===== config.mk =====
export PLATFORM = sky130hd
export DESIGN_NAME = morse_symbol_buffer
export DESIGN_NICKNAME = d
export VERILOG_FILES = /design/src/rtl/morse_pkg.sv /design/src/rtl/morse_letter_slot.sv /design/src/rtl/morse_symbol_buffer.sv
export SDC_FILE = /design/constraint.sdc
export NUM_CORES = 1
export LEC_CHECK = 0
export BUFFER_PORTS_ARGS = -buffer_cell sky130_fd_sc_hd__buf_4
export CORE_ASPECT_RATIO = 1.4
export CORE_MARGIN = 5
export CORE_UTILIZATION = 59
export DETAILED_ROUTE_END_ITERATION = 10
export PLACE_DENSITY = 0.83
export SLEW_MARGIN = 5
export SYNTH_ARGS = -nofsm -noshare
export SYNTH_HDL_FRONTEND = slang
export SYNTH_HIERARCHICAL = 1
export SYNTH_SLANG_ARGS = --single-unit
export TNS_END_PERCENT = 100

===== constraint.sdc =====
create_clock -name clk -period 5.6 [get_ports clk]
set_input_delay 0.56 -clock clk [delete_from_list [all_inputs] [get_ports clk]]
set_output_delay 0.56 -clock clk [all_outputs]
set_load 0.01 [all_outputs]

===== src/rtl/morse_pkg.sv =====
// Shared definitions for the Morse symbol path.
// Symbol codes seen on the keyer interface, the bit value stored for a dash,
// and a helper that sizes length fields for a given maximum symbol count.
package morse_pkg;

  localparam logic [1:0] SYM_NONE = 2'b00;
  localparam logic [1:0] SYM_DOT  = 2'b01;
  localparam logic [1:0] SYM_DASH = 2'b10;
  localparam logic [1:0] SYM_EOL  = 2'b11;

  localparam logic DASH_BIT = 1'b1;

  // Bits needed to hold any count from 0 to max inclusive.
  function automatic int unsigned len_w(input int unsigned max);
    return $clog2(max + 1);
  endfunction

endpackage


===== src/rtl/morse_letter_slot.sv =====
// One-deep valid/ready holding register for a committed letter.
// Ports:
//   clk, reset (async, active-low), clear (sync flush)
//   load, load_data : write payload; caller only loads when the slot is free
//                     (empty, or being accepted this cycle)
//   ready           : downstream accepts when valid && ready
//   valid, data     : slot contents, driven straight from registers
//   accept          : handshake completing this cycle
//   full            : slot currently occupied
module morse_letter_slot
  import morse_pkg::*;
#(
  parameter int unsigned W = 8
) (
  input  logic         clk,
  input  logic         reset,
  input  logic         clear,
  input  logic         load,
  input  logic [W-1:0] load_data,
  input  logic         ready,
  output logic         valid,
  output logic [W-1:0] data,
  output logic         accept,
  output logic         full
);

  always_ff @(posedge clk or negedge reset) begin
    if (!reset) begin
      valid <= 1'b0;
      data  <= '0;
    end else if (clear) begin
      valid <= 1'b0;
      data  <= '0;
    end else if (load) begin
      // A load in the same cycle as an accept keeps valid high.
      valid <= 1'b1;
      data  <= load_data;
    end else if (accept) begin
      valid <= 1'b0;
    end
  end

  always_comb begin
    accept = valid && ready;
    full   = valid;
  end

endmodule


===== src/rtl/morse_symbol_buffer.sv =====
// Morse symbol buffer: accumulates dot/dash symbols into a letter register of
// MAX_SYMBOLS bits (latest symbol at bit 0, dash=1) and, on end-of-letter,
// commits the letter, its length and an overflow flag into a one-deep output
// slot handshaked with the letter decoder.
// Ports:
//   clk, reset (async, active-low), clear (sync flush, highest priority)
//   sym_valid, sym_code           : symbol strobe from the keyer
//   letter_valid, letter_ready    : output handshake
//   letter_bits, letter_len,
//   letter_ovf                    : committed letter contents
//   drop_pulse, drop_sticky       : letter lost because the slot was full
//   busy                          : accumulator holds a partial letter
module morse_symbol_buffer
  import morse_pkg::*;
#(
  parameter int unsigned MAX_SYMBOLS = 10
) (
  input  logic                                clk,
  input  logic                                reset,
  input  logic                                clear,
  input  logic                                sym_valid,
  input  logic [1:0]                          sym_code,
  output logic                                letter_valid,
  input  logic                                letter_ready,
  output logic [MAX_SYMBOLS-1:0]              letter_bits,
  output logic [len_w(MAX_SYMBOLS)-1:0]       letter_len,
  output logic                                letter_ovf,
  output logic                                drop_pulse,
  output logic                                drop_sticky,
  output logic                                busy
);

  localparam int unsigned LEN_W = len_w(MAX_SYMBOLS);
  localparam int unsigned PAY_W = MAX_SYMBOLS + LEN_W + 1;
  localparam logic [LEN_W-1:0] LEN_MAX = LEN_W'(MAX_SYMBOLS);

  generate
    if (MAX_SYMBOLS < 2) begin : g_bad_param
      $error("morse_symbol_buffer: MAX_SYMBOLS must be at least 2");
    end
  endgenerate

  logic [MAX_SYMBOLS-1:0] acc;
  logic [LEN_W-1:0]       acc_len;
  logic                   acc_ovf;

  logic                   is_sym;
  logic                   is_eol;
  logic                   sym_bit;
  logic                   commit;
  logic                   slot_free;
  logic                   slot_load;
  logic                   drop;
  logic                   slot_accept;
  logic                   slot_full;
  logic [PAY_W-1:0]       slot_data;

  always_comb begin
    is_sym    = sym_valid && (sym_code == SYM_DOT || sym_code == SYM_DASH);
    is_eol    = sym_valid && (sym_code == SYM_EOL);
    sym_bit   = (sym_code == SYM_DASH) ? DASH_BIT : ~DASH_BIT;
    // Empty letters are never committed.
    commit    = is_eol && (acc_len != '0 || acc_ovf);
    slot_free = !slot_full || letter_ready;
    slot_load = commit && slot_free && !clear;
    drop      = commit && !slot_free;
    busy      = (acc_len != '0) || acc_ovf;
  end

  // Accumulator: EOL checks first since sym and eol codes are exclusive.
  always_ff @(posedge clk or negedge reset) begin
    if (!reset) begin
      acc     <= '0;
      acc_len <= '0;
      acc_ovf <= 1'b0;
    end else if (clear) begin
      acc     <= '0;
      acc_len <= '0;
      acc_ovf <= 1'b0;
    end else if (commit) begin
      acc     <= '0;
      acc_len <= '0;
      acc_ovf <= 1'b0;
    end else if (is_sym) begin
      if (acc_len < LEN_MAX) begin
        acc     <= {acc[MAX_SYMBOLS-2:0], sym_bit};
        acc_len <= acc_len + 1'b1;
      end else begin
        acc_ovf <= 1'b1;
      end
    end
  end

  always_ff @(posedge clk or negedge reset) begin
    if (!reset) begin
      drop_pulse  <= 1'b0;
      drop_sticky <= 1'b0;
    end else if (clear) begin
      drop_pulse  <= 1'b0;
      drop_sticky <= 1'b0;
    end else begin
      drop_pulse  <= drop;
      drop_sticky <= drop_sticky || drop;
    end
  end

  morse_letter_slot #(
    .W (PAY_W)
  ) u_slot (
    .clk       (clk),
    .reset     (reset),
    .clear     (clear),
    .load      (slot_load),
    .load_data ({acc, acc_len, acc_ovf}),
    .ready     (letter_ready),
    .valid     (letter_valid),
    .data      (slot_data),
    .accept    (slot_accept),
    .full      (slot_full)
  );

  always_comb begin
    {letter_bits, letter_len, letter_ovf} = slot_data;
  end

endmodule

==> reports/metrics.cfg <==
[cts]
htreeDepth=2
cts-root-buf=clkbuf_4
cts_hold_buf=0
clk_pin_slew_ns=0.10
cts_resized=0
clock_latency_ns=0.35
clock_sinks=33
numCtsBuffers=5
cts_tree=yes
clk_path_buf_depth=2
cts_setup_buffers=0

[finish]
nets=176
num-fill-cells=197
fin_util_pct=71.6
drive_above_1_share_pct=21.8
area_growth_syn_to_layout_pct=14.4
antenna_cells=0
final_area_sq_um=1750

[floorplanning]
fp.dieH_microns=70.2
core_area_sq_um=2440
placementRows=21
io_pins=26
die-area_sq_um=3720
initial_utilization_pct=62.6
die_x_microns=53.0

[sta]
hold_viol=0
layout_min_cycle_time_ns=2.37
relSlewSlack_pct=31.5
drv_slew=0
timing.final.crit_share_pct=42.2
finalSetupViolations=0
rsz0062_at_grt=no
worst_slew_pin_slew_ns=1.02
clock-skew-final_ns=0.00728
finalSetupTns_ns=0
max_freq_ghz=0.423

[placement]
dp_hpwl_mm=2.21
numPortBuffers=25
globalplace.congestion=0.788
place_area_sq_um=1690

[grt]
grt_pass1_vias=1117
antenna_found_initial=0
track_usage_pct=18.5
grt_max_degree=34
grt-ovfl-total=0
grt_pass1_wl_mm=5.09

[power_and_ir_drop]
seq_power_share_pct=59.2
pwr-share-clk_pct=33.6
vdd_ir_drop_max_uv=190
powerDensity_nw_per_um2=233
leakage_nw=0.803
switching_share_pct=24.4
power_switching_w=0.0000996
power.internal_w=0.000308
comb_power_share_pct=7.2

[routing]
drtIter0Drc=30
viasPerCell=5.73
first_pass_iters=4
ant_nets=0
drc=0
finalWirelength_mm=3.17
num_vias=1141
wire_per_inst_microns=15.9

[worst_setup_path]
cpLargestDelayFamily=simple AND/OR/NAND/NOR gates
critPathKind=flop to flop
critPathBufInv=2
reg2regPathDepth=8
crit_path_end_kind=flop
path_depth=8
startpoint_type=flop
critPathArrivalTime_ns=2.60
crit_start=acc_len[1]
crit_slowest_cell=nor3_2
critPathRequiredTime_ns=5.83
r2r_start=acc_len[1]
crit_path_cell_trace=inv_1, ha_1, or4b_1, nand3_1, nor3_2, buf_4, mux2i_1, nor2_1
cp_max_fo=10
cp_slowest_stage_delay_ns=0.49

[synthesis]
synth_fp_nets=154
syn_inst=143
synth_area_sq_um=1530
yosys_warnings=6
synth.avg_cell_area_sq_um=10.7

[worst_hold_path]
hold_class=input pin to asynchronous set/reset pin

[run_status]
status=finished, final reports clean

[flow_run]
cap_violations=0

-- state kept, by name, summed over array words and instances (netlist names) --
register     flops
acc_ovf          1
drop_pulse       1
drop_sticky      1
acc_len          4
u_slot/full      1
acc             10
u_slot/data     15
-- stage by stage --
stage | setup WS (ns) | total power [W] | std cells | hold WS [ns]
CTS | 3.23 | 0.000411 | 199 | 0.144
global placement | 3.35 | 0.000274 | 192 | 0.487
floorplan | 3.69 | 0.000264 | 143 | 0.264
global route | 3.05 | 0.000423 | 199 | 0.163
detailed placement | 3.27 | 0.000276 | 192 | 0.517
finish | 3.23 | 0.000408 | 199 | 0.129
-- power groups by stage --
stage,Clock (W),Sequential (W),Combinational [W]
4_1_cts,0.000140,0.000241,0.0000301
5_1_grt,0.000147,0.000242,0.0000335
3_3_place_gp,0,0.000246,0.0000283
2_1_floorplan,0,0.000246,0.0000186
3_5_place_dp,0,0.000246,0.0000300
6_report,0.000137,0.000241,0.0000295
-- worst paths after layout --
path / to / slack, ns
min in group clk: u_slot/full / 0.50
worst min-delay path: u_slot/data[3] / 0.13
worst max register to register: u_slot/data[4] / 3.23
worst min register to register: u_slot/data[5] / 0.54
worst max-delay path: u_slot/data[4] / 3.23
max in group asynchronous: u_slot/data[1] / 5.17
-- routing by layer --
layer  GRT usage [%]  vias to the layer above  share of wire (%)
li1                -                      532                  -
met1            22.5                      573                 40
met2            28.9                       31                 51
met3            6.81                        5                6.6
met4            7.67                        0                1.6
met5               0                        -                  0
-- layout make-up --
cell class / instances / area [sq um] / share of cell area [%]
Tap cell: 34 / 42.5 / 2.43
Clock buffer: 7 / 55.1 / 3.15
Multi-Input combinational cell: 94 / 608 / 34.8
Timing Repair Buffer: 27 / 203 / 11.6
Sequential cell: 33 / 826 / 47.2
Inverter: 4 / 15.0 / 0.858
-- layout by cell type (no fill, tap or decap) --
master and instances:
nor3b_1 1, and4b_2 1, nand3_1 12, nand2_1 1, mux2i_1 16, a41oi_1 1
clkbuf_1 1, a31o_4 1, a32oi_1 1, dfrtp_1 33, nor2b_1 2, o21ai_0 12
nor3_1 1, a31oi_1 1, or4b_1 1, a21oi_1 14, o21a_1 1, clkbuf_4 5
clkbuf_8 1, nand2b_1 4, and3_1 1, nor2_1 18, inv_1 4, nor3_2 1
buf_4 27, ha_1 4
No activity file was read; power rests on OpenSTA's default activity.
